==> config.mk <==
export PLATFORM = sky130hd
export DESIGN_NAME = bin_to_bcd_seq
export DESIGN_NICKNAME = d
export VERILOG_FILES = /design/src/rtl/lab_bcd_pkg.sv /design/src/rtl/bcd_digit_adj.sv /design/src/rtl/bin_to_bcd_seq.sv
export SDC_FILE = /design/constraint.sdc
export NUM_CORES = 1
export LEC_CHECK = 0
export ABC_AREA = 1
export CAP_MARGIN = 20
export CORE_UTILIZATION = 58
export CTS_CLUSTER_DIAMETER = 40
export DETAILED_ROUTE_END_ITERATION = 7
export GPL_TIMING_DRIVEN = 0
export HOLD_SLACK_MARGIN = 0.12
export PLACE_DENSITY = 0.8
export SLEW_MARGIN = 15
export SYNTH_ARGS = -nofsm -noshare
export SYNTH_HDL_FRONTEND = slang
export SYNTH_SLANG_ARGS = --single-unit
==> constraint.sdc <==
create_clock -name CLOCK_50 -period 4.4 [get_ports CLOCK_50]
set_input_delay 0.66 -clock CLOCK_50 [delete_from_list [all_inputs] [get_ports CLOCK_50]]
set_output_delay 0.66 -clock CLOCK_50 [all_outputs]
set_load 0.01 [all_outputs]
==> src/rtl/lab_bcd_pkg.sv <==
// rtl/lab_bcd_pkg.sv - shared types and constants for the sequential binary-to-BCD converter
package lab_bcd_pkg;

    typedef enum logic [1:0] {
        IDLE = 2'd0,
        CONV = 2'd1,
        DONE = 2'd2
    } state_t;

    localparam int                         BCD_DIGIT_W    = 4;
    localparam logic [BCD_DIGIT_W-1:0]     BCD_ADJ_THRESH = 4'd5;
    localparam logic [BCD_DIGIT_W-1:0]     BCD_ADJ_ADD    = 4'd3;

endpackage

==> src/rtl/bcd_digit_adj.sv <==
// rtl/bcd_digit_adj.sv - double-dabble add-3 adjust for one BCD digit
module bcd_digit_adj
    import lab_bcd_pkg::*;
(
    input  logic [BCD_DIGIT_W-1:0] digit,
    output logic [BCD_DIGIT_W-1:0] adjusted
);

    // Largest input is 9, so 9+3=12 always fits in the digit width.
    assign adjusted = (digit >= BCD_ADJ_THRESH) ? digit + BCD_ADJ_ADD : digit;

endmodule

==> src/rtl/bin_to_bcd_seq.sv <==
// rtl/bin_to_bcd_seq.sv - one-bit-per-cycle shift-and-add-3 binary to BCD converter
module bin_to_bcd_seq
    import lab_bcd_pkg::*;
#(
    parameter int WIDTH  = 8,
    parameter int DIGITS = 3
) (
    input  logic                         CLOCK_50,
    input  logic                         RST_N,
    input  logic                         start,
    input  logic [WIDTH-1:0]             bin,
    output logic                         busy,
    output logic                         done,
    output logic [BCD_DIGIT_W*DIGITS-1:0] bcd,
    output logic                         ovf
);

    localparam int CNT_W = $clog2(WIDTH + 1);
    localparam int SW    = BCD_DIGIT_W * DIGITS;

    state_t           state;
    state_t           state_nxt;
    logic [CNT_W-1:0] cnt;
    logic [SW-1:0]    scratch;
    logic [SW-1:0]    adj;
    logic [WIDTH-1:0] shreg;
    logic             acc;

    for (genvar g = 0; g < DIGITS; g++) begin : g_adj
        bcd_digit_adj u_adj (
            .digit    (scratch[g*BCD_DIGIT_W +: BCD_DIGIT_W]),
            .adjusted (adj[g*BCD_DIGIT_W +: BCD_DIGIT_W])
        );
    end

    always_ff @(posedge CLOCK_50 or negedge RST_N) begin
        if (!RST_N) begin
            state <= IDLE;
        end else begin
            state <= state_nxt;
        end
    end

    always_comb begin
        state_nxt = state;
        case (state)
            IDLE:    if (start) state_nxt = CONV;
            CONV:    if (cnt == CNT_W'(1)) state_nxt = DONE;
            DONE:    state_nxt = IDLE;
            default: state_nxt = IDLE;
        endcase
    end

    always_comb begin
        busy = (state == CONV) || (state == DONE);
    end

    always_ff @(posedge CLOCK_50 or negedge RST_N) begin
        if (!RST_N) begin
            cnt     <= '0;
            scratch <= '0;
            shreg   <= '0;
            acc     <= 1'b0;
            bcd     <= '0;
            ovf     <= 1'b0;
            done    <= 1'b0;
        end else begin
            done <= 1'b0;
            case (state)
                IDLE: begin
                    if (start) begin
                        shreg   <= bin;
                        scratch <= '0;
                        acc     <= 1'b0;
                        cnt     <= CNT_W'(WIDTH);
                    end
                end
                CONV: begin
                    // Bit leaving the top digit is a lost 10^DIGITS carry.
                    scratch <= {adj[SW-2:0], shreg[WIDTH-1]};
                    shreg   <= {shreg[WIDTH-2:0], 1'b0};
                    acc     <= acc | adj[SW-1];
                    cnt     <= cnt - 1'b1;
                end
                DONE: begin
                    bcd  <= scratch;
                    ovf  <= acc;
                    done <= 1'b1;
                end
                default: ;
            endcase
        end
    end

endmodule

==> impl_summary.txt <==
----------------------------------------------------
[Timing]
  Final setup fails ... 0
  Layout Skew ... 0.01116 ns
  Setup Total Neg Slack ... 0 ns
  Final number of hold-violating endpoints ... 0
  Pin slew with the least headroom to its limit ... ~0.45 ns
  Fmax ... 0.4274 GHz
  Setup repair after global routing missed its margin ... false
  Worst-case headroom to the max-slew limit ... 70.09%
  Post-layout minimum cycle time ... 2.340 ns
  Total count of max-transition violations in the final report ... 0
  Final worst-path cycle share ... 53.17%

[GRT]
  Total global-route track usage ... 24.09%
  Met3 capacity usage during global routing ... around 6.7%
  Number of antenna violations at the first check in global routing ... 0
  Busiest metal layer after global routing ... met2
  GR met2 Demand/Resource ... 37.83%
  GR met1 Demand/Resource ... 31.82%
  Wire length of the first global-routing pass ... ~6300 um
  Pin count of the biggest net entering global routing ... 29
  Number of global-route vias before repair ... between 1k and 1.5k
  Overflow left after global routing ... 0

[Clock tree]
  TritonCTS sink count ... 41
  Maximum level of the CTS H-tree ... 2
  Number of buffers between clock root and the deepest sink ... 2
  Clock tree from TritonCTS ... built
  Setup bufs post-CTS ... 0
  Clk pin slew, worst setup/hold paths ... about 0.12 ns
  Post-cts hold buffer count ... 0
  Cell at the root of the clock tree ... sky130_fd_sc_hd__clkbuf_4
  Number of CTS-inserted buffers ... 5
  Worst-Skew Late Latency ... 0.35 ns
  CTS resizes ... 0

[Floorplan]
  Die footprint ... 3628 sq um
  Die Height ... roughly 60 um
  Die span in x ... approximately 60 um
  Initial Util ... 62.88%
  Number of primary I/O pins ... 26
  Placeable core region ... 3128 sq um
  Number of placement rows ... 20

[Placement]
  HPWL after detailed placement ... 2667 um
  Number of buffer cells added on primary ports ... 25
  Final estimated routing congestion in global placement ... 0.7605

[Worst setup path]
  Reg-to-reg setup timing slack ... between 2 and 3 ns
  Number of cell instances on the worst register-to-register path ... 8
  Kind of capture point of the worst setup path ... output port
  Class of the most critical setup path ... reg -> out
  Largest fanout of any net on the critical path ... 4
  Worst path required time ... approximately 3.7 ns
  Endpoint of the most critical register-to-register path ... shreg[7]
  Startpoint of the lowest-slack register-to-register path ... state[0]
  CP Data Arrival Time ... 1.68 ns
  Worst Setup Start Kind ... flop

[Logic synthesis]
  Total of warnings raised by yosys ... 0
  Count of cell types in the netlist ... 21
  Number of register bits inferred by synthesis ... 41
  Mean cell area of the mapped netlist ... 8.665 sq um
  Most common cell in the synthesized netlist ... sky130_fd_sc_hd__nand2_1
  Top cell type's share of synthesized area ... a little over half
  Net count of the mapped netlist ... between 200 and 300
  Register area share after synthesis ... 52.16%
  Flip-flop cell with the highest count after synthesis ... sky130_fd_sc_hd__dfrtp_1
  Post-Synthesis Cell Area ... 1967 sq um
  Most used standard cells in the synthesized netlist ... sky130_fd_sc_hd__nand2_1 (60), sky130_fd_sc_hd__dfrtp_1 (41), sky130_fd_sc_hd__inv_1 (25), sky130_fd_sc_hd__a21oi_1 (18), sky130_fd_sc_hd__nor2_1 (17)
  Proportion of synthesized flip-flops having asynchronous set or reset ... 100.0%
  Yosys top cell by area ... sky130_fd_sc_hd__dfrtp_1
  Gate Count Post-Synth ... 227
  Number of enable flip-flop cells after synthesis ... 0
  Top area cells in the synthesized netlist ... sky130_fd_sc_hd__dfrtp_1 (52%), sky130_fd_sc_hd__nand2_1 (11%), sky130_fd_sc_hd__ha_1 (8.3%), sky130_fd_sc_hd__inv_1 (4.8%), sky130_fd_sc_hd__a21oi_1 (4.6%)

[Cells and area]
  Fraction of layout cells with a size suffix above 1 ... 7.308%
  Core utilization of the finished layout ... 75.44%
  NumNets Final ... 284
  ANT cells ... 0
  Layout-stage area growth over the synthesis result ... 19.97%

[Outcome]
  Status ... finished clean

[Detailed routing]
  Routed len/inst ... 12.28 um
  Count of TritonRoute iterations in the first routing pass ... 4
  Detail Route Antenna Nets ... 0
  DRC Markers ... 0
  DR vias/cell ... 5.069
  DRC violation total after the first TritonRoute iteration ... 107
  Total Routed Length ... 3732 um
  Via Count ... about 1.5k

[Job]
  Max Cap Viol ... 0

[Power and ir drop]
  Leakage power summed over all cells ... 1.143 nW
  Maximum vdd ir drop ... approximately 0.39 mV
  Pwr Density ... 663.3 nW/um^2

[Min path]
  Worst min-delay path category ... in -> async

----------------------------------------------------
-- power breakdown --
group	leakage [nW]	switching (mW)	internal [mW]
Combinational	0.582	0.414	0.309
Sequential	0.521	0.0880	0.523
Clock	0.0410	0.116	0.116
-- layout by cell type, fill, tap and decap left out, drive strengths merged --
cell type / n
a21oi: 18
a31oi: 1
buf: 5
bufinv: 1
clkbuf: 7
clkdlybuf4s50: 24
clkinv: 1
dfrtp: 41
ha: 13
inv: 28
mux2: 1
nand2: 61
nand3: 15
nor2: 18
nor3: 1
o211ai: 2
o21ai: 15
o22ai: 6
xor2: 2
-- cell families (layout without fill, tap and decap cells) --
| family | count (synthesis) | in the layout | share of synthesized area (%) |
|---|---|---|---|
| simple gates | 95 | 95 | 19.40 |
| xor+xnor | 2 | 2 | 0.8907 |
| mux | 1 | 1 | 0.5725 |
| flops | 41 | 41 | 52.16 |
| compound gates | 42 | 42 | 11.96 |
| fa+ha+maj | 13 | 13 | 8.270 |
| buf+inv | 33 | 66 | 6.743 |
-- worst max-delay path by stage --
| stage | slack [ns] | to | from |
|---|---|---|---|
| final | 2.06 | busy | state[0] |
| after global routing | 1.98 | busy | state[0] |
| after CTS | 2.04 | busy | state[0] |
| after detailed placement | 2.35 | scratch[11] | start |
| after global placement | 1.67 | bcd[4] | RST_N |
| after floorplan | 2.97 | busy | state[0] |
-- cell type report --
type                            instances  area [sq um]
Sequential cell                        41          1026
Buffer                                  5         27.53
Clock buffer                            5         37.54
Tap cell                               44         55.05
Multi-Input combinational cell        153         808.3
Clock inverter                          2         35.03
Timing Repair Buffer                   26         265.3
Fill cell                             233         768.2
Inverter                               28         105.1
-- state kept, by name (all words and copies together) (netlist names) --
signal / count
bcd: 12
scratch: 12
shreg: 8
cnt: 4
state: 2
acc: 1
done: 1
ovf: 1
-- worst max-delay path, stage by stage (launching register included) --
cell and delay [ns]:
sky130_fd_sc_hd__dfrtp_1 0.42, sky130_fd_sc_hd__inv_1 0.10, sky130_fd_sc_hd__ha_1 0.29, sky130_fd_sc_hd__clkdlybuf4s50_1 0.53
-- through the flow --
stage | hold WS, ns | std cells | setup WS (ns) | area [sq um] | total power, mW
global route | 0.1758 | 304 | 1.976 | 2360 | 1.698
floorplan | 0.3644 | 227 | 2.974 | 1967 | 1.064
CTS | 0.1807 | 304 | 2.040 | 2360 | 1.579
detailed placement | 0.4690 | 297 | 2.353 | 2287 | 1.343
global placement | 0.4686 | 296 | 1.666 | 2272 | 1.313
finish | 0.1817 | 304 | 2.060 | 2360 | 1.565
-- per-layer routing --
metal	up-vias	part of all wire (%)
li1	798	-
met1	701	48
met2	36	47
met3	6	3.5
met4	0	1.4
met5	-	0
No activity file was read; power rests on OpenSTA's default activity.
